<file path="config.mk">
export PLATFORM = sky130hd
export DESIGN_NAME = fully_connect_backward
export DESIGN_NICKNAME = d
export VERILOG_FILES = /design/src/rtl/fc_pkg.sv /design/src/rtl/fc_mac.sv /design/src/rtl/fully_connect_backward.sv
export SDC_FILE = /design/constraint.sdc
export NUM_CORES = 2
export LEC_CHECK = 0
export CORE_UTILIZATION = 70
export DETAILED_ROUTE_END_ITERATION = 8
export DONT_BUFFER_PORTS = 1
export PLACE_DENSITY = 0.86
export SLEW_MARGIN = 25
export SYNTH_ARGS = -nofsm -noshare
export SYNTH_HDL_FRONTEND = slang
export SYNTH_SLANG_ARGS = --single-unit
</file>
<file path="constraint.sdc">
create_clock -name clk -period 34.8 [get_ports clk]
set_input_delay 10.44 -clock clk [delete_from_list [all_inputs] [get_ports clk]]
set_output_delay 10.44 -clock clk [all_outputs]
set_load 0.01 [all_outputs]
</file>
<file path="src/rtl/fc_pkg.sv">
// Shared types and Q16.16 arithmetic for the fully-connected backward engine.
package fc_pkg;

  localparam int Q_FRAC = 16;
  localparam int WORD_W = 32;

  typedef enum logic [2:0] {
    IDLE,
    DB,
    DW,
    DX,
    DONE
  } fc_bwd_state_e;

  // Counter width for an index running 0..n-1; never narrower than one bit.
  function automatic int idx_w(input int n);
    return (n > 1) ? $clog2(n) : 1;
  endfunction

  // Signed Q16.16 product: full 64-bit product, arithmetic shift, keep 32 bits.
  function automatic logic [WORD_W-1:0] q_mul(input logic [WORD_W-1:0] a,
                                              input logic [WORD_W-1:0] b);
    logic signed [2*WORD_W-1:0] p;
    p = $signed({{WORD_W{a[WORD_W-1]}}, a}) * $signed({{WORD_W{b[WORD_W-1]}}, b});
    return p[Q_FRAC +: WORD_W];
  endfunction

endpackage

</file>
<file path="src/rtl/fc_mac.sv">
// Serial multiply-accumulate with a registered accumulator; the running sum
// including the current term is exposed combinationally so the last step can be stored.
module fc_mac
  import fc_pkg::*;
(
  input  logic              clk,
  input  logic              rst_n,
  input  logic [WORD_W-1:0] a_i,
  input  logic [WORD_W-1:0] b_i,
  input  logic              bypass_mul_i,
  input  logic              clear_i,
  input  logic              en_i,
  output logic [WORD_W-1:0] acc_next_o
);

  logic [WORD_W-1:0] acc_q;
  logic [WORD_W-1:0] term;

  assign term       = bypass_mul_i ? a_i : q_mul(a_i, b_i);
  assign acc_next_o = acc_q + term;

  always_ff @(posedge clk or negedge rst_n) begin
    if (!rst_n) begin
      acc_q <= '0;
    end else if (en_i) begin
      acc_q <= clear_i ? '0 : acc_next_o;
    end
  end

endmodule

</file>
<file path="src/rtl/fully_connect_backward.sv">
// Backward pass of a fully-connected layer (bias, weight and input gradients)
// computed one MAC per cycle from a snapshot of dy/data/weight taken at accept.
//
// state | meaning
// IDLE  | waiting for start; gradients held
// DB    | grad_bias:   o outer, b inner, multiplier bypassed
// DW    | grad_weight: f, o outer, b inner
// DX    | grad_data:   b, f outer, o inner
// DONE  | one-cycle done pulse, then back to IDLE
module fully_connect_backward
  import fc_pkg::*;
#(
  parameter int BATCH_SIZE   = 1,
  parameter int FEATURE_SIZE = 3,
  parameter int BIAS_SIZE    = 2
) (
  input  logic                                       clk,
  input  logic                                       rst_n,
  input  logic                                       start_i,
  input  logic [BATCH_SIZE*BIAS_SIZE*WORD_W-1:0]     dy_i,
  input  logic [BATCH_SIZE*FEATURE_SIZE*WORD_W-1:0]  data_i,
  input  logic [FEATURE_SIZE*BIAS_SIZE*WORD_W-1:0]   weight_i,
  output logic [FEATURE_SIZE*BIAS_SIZE*WORD_W-1:0]   grad_weight_o,
  output logic [BIAS_SIZE*WORD_W-1:0]                grad_bias_o,
  output logic [BATCH_SIZE*FEATURE_SIZE*WORD_W-1:0]  grad_data_o,
  output logic                                       busy_o,
  output logic                                       done_o
);

  localparam int B   = BATCH_SIZE;
  localparam int F   = FEATURE_SIZE;
  localparam int O   = BIAS_SIZE;
  localparam int NDY = B * O;
  localparam int NDA = B * F;
  localparam int NW  = F * O;
  localparam int BW  = idx_w(B);
  localparam int FW  = idx_w(F);
  localparam int OW  = idx_w(O);
  localparam int DYW = idx_w(NDY);
  localparam int DAW = idx_w(NDA);
  localparam int WW  = idx_w(NW);
  localparam logic [BW-1:0] B_LAST = BW'(B - 1);
  localparam logic [FW-1:0] F_LAST = FW'(F - 1);
  localparam logic [OW-1:0] O_LAST = OW'(O - 1);

  fc_bwd_state_e state_q, state_d;
  logic [BW-1:0] b_q, b_d;
  logic [FW-1:0] f_q, f_d;
  logic [OW-1:0] o_q, o_d;

  logic [WORD_W-1:0] dy_q     [NDY];
  logic [WORD_W-1:0] data_q   [NDA];
  logic [WORD_W-1:0] weight_q [NW];
  logic [WORD_W-1:0] gw_q     [NW];
  logic [WORD_W-1:0] gb_q     [O];
  logic [WORD_W-1:0] gd_q     [NDA];

  logic [DYW-1:0] dy_idx;
  logic [DAW-1:0] data_idx;
  logic [WW-1:0]  w_idx;

  logic              accept;
  logic              mac_en, mac_bypass, mac_last;
  logic [WORD_W-1:0] mac_a, mac_b, acc_next;

  assign accept   = (state_q == IDLE) && start_i;
  assign dy_idx   = DYW'(int'(b_q) * O + int'(o_q));
  assign data_idx = DAW'(int'(b_q) * F + int'(f_q));
  assign w_idx    = WW'(int'(f_q) * O + int'(o_q));

  always_comb begin
    state_d    = state_q;
    b_d        = b_q;
    f_d        = f_q;
    o_d        = o_q;
    mac_en     = 1'b0;
    mac_bypass = 1'b0;
    mac_last   = 1'b0;
    mac_a      = '0;
    mac_b      = '0;
    unique case (state_q)
      IDLE: begin
        if (start_i) begin
          state_d = DB;
          b_d     = '0;
          f_d     = '0;
          o_d     = '0;
        end
      end
      DB: begin
        mac_en     = 1'b1;
        mac_bypass = 1'b1;
        mac_a      = dy_q[dy_idx];
        mac_last   = (b_q == B_LAST);
        if (b_q == B_LAST) begin
          b_d = '0;
          if (o_q == O_LAST) begin
            o_d     = '0;
            state_d = DW;
          end else begin
            o_d = o_q + 1'b1;
          end
        end else begin
          b_d = b_q + 1'b1;
        end
      end
      DW: begin
        mac_en   = 1'b1;
        mac_a    = data_q[data_idx];
        mac_b    = dy_q[dy_idx];
        mac_last = (b_q == B_LAST);
        if (b_q == B_LAST) begin
          b_d = '0;
          if (o_q == O_LAST) begin
            o_d = '0;
            if (f_q == F_LAST) begin
              f_d     = '0;
              state_d = DX;
            end else begin
              f_d = f_q + 1'b1;
            end
          end else begin
            o_d = o_q + 1'b1;
          end
        end else begin
          b_d = b_q + 1'b1;
        end
      end
      DX: begin
        mac_en   = 1'b1;
        mac_a    = dy_q[dy_idx];
        mac_b    = weight_q[w_idx];
        mac_last = (o_q == O_LAST);
        if (o_q == O_LAST) begin
          o_d = '0;
          if (f_q == F_LAST) begin
            f_d = '0;
            if (b_q == B_LAST) begin
              b_d     = '0;
              state_d = DONE;
            end else begin
              b_d = b_q + 1'b1;
            end
          end else begin
            f_d = f_q + 1'b1;
          end
        end else begin
          o_d = o_q + 1'b1;
        end
      end
      DONE:    state_d = IDLE;
      default: state_d = IDLE;
    endcase
  end

  always_ff @(posedge clk or negedge rst_n) begin
    if (!rst_n) begin
      state_q <= IDLE;
      b_q     <= '0;
      f_q     <= '0;
      o_q     <= '0;
    end else begin
      state_q <= state_d;
      b_q     <= b_d;
      f_q     <= f_d;
      o_q     <= o_d;
    end
  end

  // Input snapshot at accept and progressive gradient writes at each last inner step.
  always_ff @(posedge clk or negedge rst_n) begin
    if (!rst_n) begin
      for (int i = 0; i < NDY; i++) dy_q[i] <= '0;
      for (int i = 0; i < NDA; i++) begin
        data_q[i] <= '0;
        gd_q[i]   <= '0;
      end
      for (int i = 0; i < NW; i++) begin
        weight_q[i] <= '0;
        gw_q[i]     <= '0;
      end
      for (int i = 0; i < O; i++) gb_q[i] <= '0;
    end else begin
      if (accept) begin
        for (int i = 0; i < NDY; i++) dy_q[i]     <= dy_i[i*WORD_W +: WORD_W];
        for (int i = 0; i < NDA; i++) data_q[i]   <= data_i[i*WORD_W +: WORD_W];
        for (int i = 0; i < NW; i++)  weight_q[i] <= weight_i[i*WORD_W +: WORD_W];
      end
      if (mac_last) begin
        unique case (state_q)
          DB:      gb_q[o_q]      <= acc_next;
          DW:      gw_q[w_idx]    <= acc_next;
          DX:      gd_q[data_idx] <= acc_next;
          default: ;
        endcase
      end
    end
  end

  fc_mac u_mac (
    .clk          (clk),
    .rst_n        (rst_n),
    .a_i          (mac_a),
    .b_i          (mac_b),
    .bypass_mul_i (mac_bypass),
    .clear_i      (mac_last),
    .en_i         (mac_en),
    .acc_next_o   (acc_next)
  );

  for (genvar i = 0; i < NW; i++) begin : g_gw
    assign grad_weight_o[i*WORD_W +: WORD_W] = gw_q[i];
  end
  for (genvar i = 0; i < O; i++) begin : g_gb
    assign grad_bias_o[i*WORD_W +: WORD_W] = gb_q[i];
  end
  for (genvar i = 0; i < NDA; i++) begin : g_gd
    assign grad_data_o[i*WORD_W +: WORD_W] = gd_q[i];
  end

  assign busy_o = (state_q != IDLE);
  assign done_o = (state_q == DONE);

endmodule

</file>
==> run_results.csv <==
group,metric,value,unit
cts,clock-sinks,742,
timing,setup_viol,0,
synthesis,ys_types,71,
final_layout,area_delta_synth_final,6.302,%
timing,rsz0062_at_grt,"false",
status,status,"finished with violations",
timing,hold_viol_final,0,
cts,cts_made_buffers,72,
synthesis,synth_top_family_by_area,"adder cells",
cts,cts_setup_buffers,0,
final_layout,post_route_cells_drive_above_1_share,11.79,%
synthesis,synth_area_leader_cell,"dfrtp_1",
timing,fin_crit_sh,40.94,%
place,port_buffers,0,
min_path,min-delay-start,"u_mac.acc_q[24]$_DFFE_PN0N_",
setup_path,reg2reg_from,"f_q[0]$_DFFE_PN0P_",
min_path,holdPathStages,2,
setup_path,arrival,14.75,ns
status,violations,"slew limit",
global_route,grt_max_degree,743,
timing,clock_skew,0.05975,ns
global_route,first_global_vias,48015,
synthesis,synth_area,59660,um^2
timing,fmax,0.07018,GHz
floorplanning,die_w,293.9,um
cts,post_cts_resized,0,
setup_path,crit_slowest_cell,"dfrtp_2",
cts,clock_path_buffers,3,
cts,cts.hold.buffers_added,0,
floorplanning,dieArea,86400,um^2
route,firstDrtPassIters,7,
final_layout,regArea,18580,um^2
place,dpl_worst_slack,20.99,ns
route,wire_per_inst,29.39,um
timing,slew_viol_final,231,
setup_path,slowest_delay,0.84,ns
synthesis,synthSimpleGateAreaFrac,9.999,%
setup_path,rr_endpoint,"grad_weight_o[31]$_DFFE_PN0P_",
setup_path,start_kind,"flop",
floorplanning,pin_count,709,
cts,worstSkewPairLatency,0.68,ns
final_layout,fill_cells,5444,
final_layout,layout.nets,7128,
synthesis,synth.avg_cell_area,10.08,um^2
route,antenna_left,0,
synthesis,yosysWarnings,0,
global_route,grt_pass1_wl,302500,um
min_path,whs_endpoint,"u_mac.acc_q[24]$_DFFE_PN0N_",
timing,worst_slack,20.55,ns
place,routabilityCongestion,1.035,
synthesis,synth.area.top_cells,"dfrtp_1 (31%), fa_1 (28%), mux2_2 (7.5%)",
cts,cts_tree,"built",
global_route,gr-total-overflow,0,
timing,fin_crit,14.25,ns
final_layout,multiInputGateArea,36740,um^2
synthesis,synthFlopType,"dfrtp_1",
synthesis,synthAdderAreaFrac,32.26,%
synthesis,synth_seq_cells,742,
global_route,track_usage,48.36,%
floorplanning,core,83950,um^2
synthesis,synthArstFlopShare,100.0,%
floorplanning,initial_core_util,71.07,%
cts,root_buffer,"clkbuf_16",
synthesis,synth-xor-area-share,1.470,%
synthesis,synthMuxAreaShare,9.284,%
job,cap_violations,0,
timing,max-slew-margin-rel,-24.90,%
setup_path,critPathKind,"reg2reg",
cts,path_clk_slew,0.07,ns
synthesis,synthCells,5919,
setup_path,r2r_setup_slack,20.55,ns
place,hpwl,152200,um
setup_path,end_kind,"flop",
synthesis,seq_area_frac_synth,31.12,%
timing,tightestPinTransition,1.873,ns
setup_path,crit_required,35.31,ns
route,dr.first_iter.drc_count,5508,
floorplanning,dieHeight,293.9,um
global_route,antenna_found_initial,82,
cts,htreeDepth,3,
timing,fin_setup_tns,0,ns
route,vias_per_cell,6.586,
route,totalWireLength,206200,um
setup_path,reg2reg_depth,41,
synthesis,synthesis.nets,7309,
setup_path,crit_path_frequent_cell,"fa_1",
synthesis,synth_edf_count,0,
floorplanning,rows,106,
synthesis,yosys.area.top_type_share,31.12,%
min_path,hold_class,"reg2reg",
synthesis,synth_compound_area_share,8.024,%
setup_path,crit_fanout,68,
route,vias,46202,
route,drc,0,
==> logic make-up after synthesis <==
| logic type | count (synthesis) |
|---|---|
| adders and majority gates | 1035 |
| AOI/OAI and AO/OA | 802 |
| xor gates and xnor gates | 97 |
| and+or+nand+nor | 1515 |
| muxes | 502 |
| DFF | 742 |
| buffers and inverters | 1226 |
==> per-stage QoR <==
step | util (%) | hold slack [ns] | instances | cell area [um^2]
after floorplan | - | 0.4563 | 5919 | 59660
after global placement | 72.31 | 0.4690 | 6798 | 60710
after detailed placement | 72.38 | 0.4769 | 6798 | 60770
after CTS | 75.23 | 0.4926 | 6929 | 63160
after global routing | 75.51 | 0.5159 | 7004 | 63390
final | 75.54 | 0.4899 | 7015 | 63420
==> sequential cells by signal (all words and copies together), names as in the netlist <==
register,count
grad_bias_o,64
data_q,96
state_q,3
dy_q,64
o_q,1
weight_q,192
f_q,2
grad_weight_o,192
grad_data_o,96
u_mac.acc_q,32
==> worst max-delay path: cells and delay by family, from the launching register on <==
| kind | cells | cell delay, ns |
|---|---|---|
| multiplexers | 2 | 0.57 |
| AND/OR/NAND/NOR | 7 | 2.04 |
| flip-flops | 1 | 0.84 |
| buffers and inverters | 3 | 0.96 |
| adder cells (fa/ha/maj) | 10 | 4.63 |
| AO/OA/AOI/OAI | 17 | 4.12 |
| XOR/XNOR | 2 | 0.78 |
==> metal layers <==
metal	track usage (%)	up-vias	wire, um
met5	0.5672	-	145
met4	34.17	14	17150
met3	20.51	1027	31980
met2	68.98	3912	89330
met1	59.39	22962	67570
li1	-	18287	-
==> cell usage in the layout (no fill, tap or decap), types with 9 or more instances in the layout <==
cell type	Yosys	layout
clkbuf_8	0	9
buf_4	8	109
mux2_2	399	399
o22ai_1	48	32
mux2i_1	91	90
mux2_1	12	12
xnor2_1	70	66
and2_1	26	26
inv_1	856	856
o21ai_1	18	15
nand2_1	823	817
o21ai_0	431	429
ha_1	196	196
o2bb2ai_1	11	10
a221o_1	29	29
a21o_1	29	29
nor2_1	572	568
o22ai_2	0	13
nand2b_1	16	14
dfrtp_1	742	739
a21oi_1	105	105
fa_1	839	839
clkbuf_16	0	72
o22a_1	46	43
o21a_1	15	15
xor2_1	25	19
nand3_1	19	13
diode_2	0	86
nor3_1	16	16
clkbuf_1	303	25
==> layout make-up <==
class / count / share of cell area (%)
Clock inverter: 25 / 0.5879
Sequential cell: 742 / 29.29
Antenna cell: 86 / 0.3393
Timing Repair Buffer: 111 / 1.340
Multi-Input combinational cell: 3951 / 57.93
Clock buffer: 106 / 3.184
Inverter: 860 / 5.090
Tap cell: 1134 / 2.237
==> cell usage after synthesis (11+ instances only) <==
master and count:
a21o_1 29, a21oi_1 105, a221o_1 29, and2_1 26, buf_1 29, buf_2 24
clkbuf_1 303, dfrtp_1 742, fa_1 839, ha_1 196, inv_1 856, mux2_1 12
mux2_2 399, mux2i_1 91, nand2_1 823, nand2b_1 16, nand3_1 19, nor2_1 572
nor3_1 16, o21a_1 15, o21ai_0 431, o21ai_1 18, o22a_1 46, o22ai_1 48
o2bb2ai_1 11, xnor2_1 70, xor2_1 25
==> how the worst max path moves through the flow <==
stage | start | end | slack (ns) | cells past startpoint
final | f_q[0]$_DFFE_PN0P_ | grad_weight_o[31]$_DFFE_PN0P_ | 20.55 | 41
after global placement | f_q[1]$_DFFE_PN0P_ | grad_data_o[95]$_DFFE_PN0P_ | 21.24 | 40
after floorplan | f_q[1]$_DFFE_PN0P_ | grad_data_o[95]$_DFFE_PN0P_ | 22.82 | 48
after CTS | f_q[1]$_DFFE_PN0P_ | grad_data_o[63]$_DFFE_PN0P_ | 20.72 | 40
after global routing | f_q[1]$_DFFE_PN0P_ | grad_data_o[63]$_DFFE_PN0P_ | 20.10 | 42
after detailed placement | f_q[1]$_DFFE_PN0P_ | grad_weight_o[63]$_DFFE_PN0P_ | 20.99 | 40
Power is not shown: default switching activity piles up to over one toggle a cycle in this logic, so the estimate is an artifact.
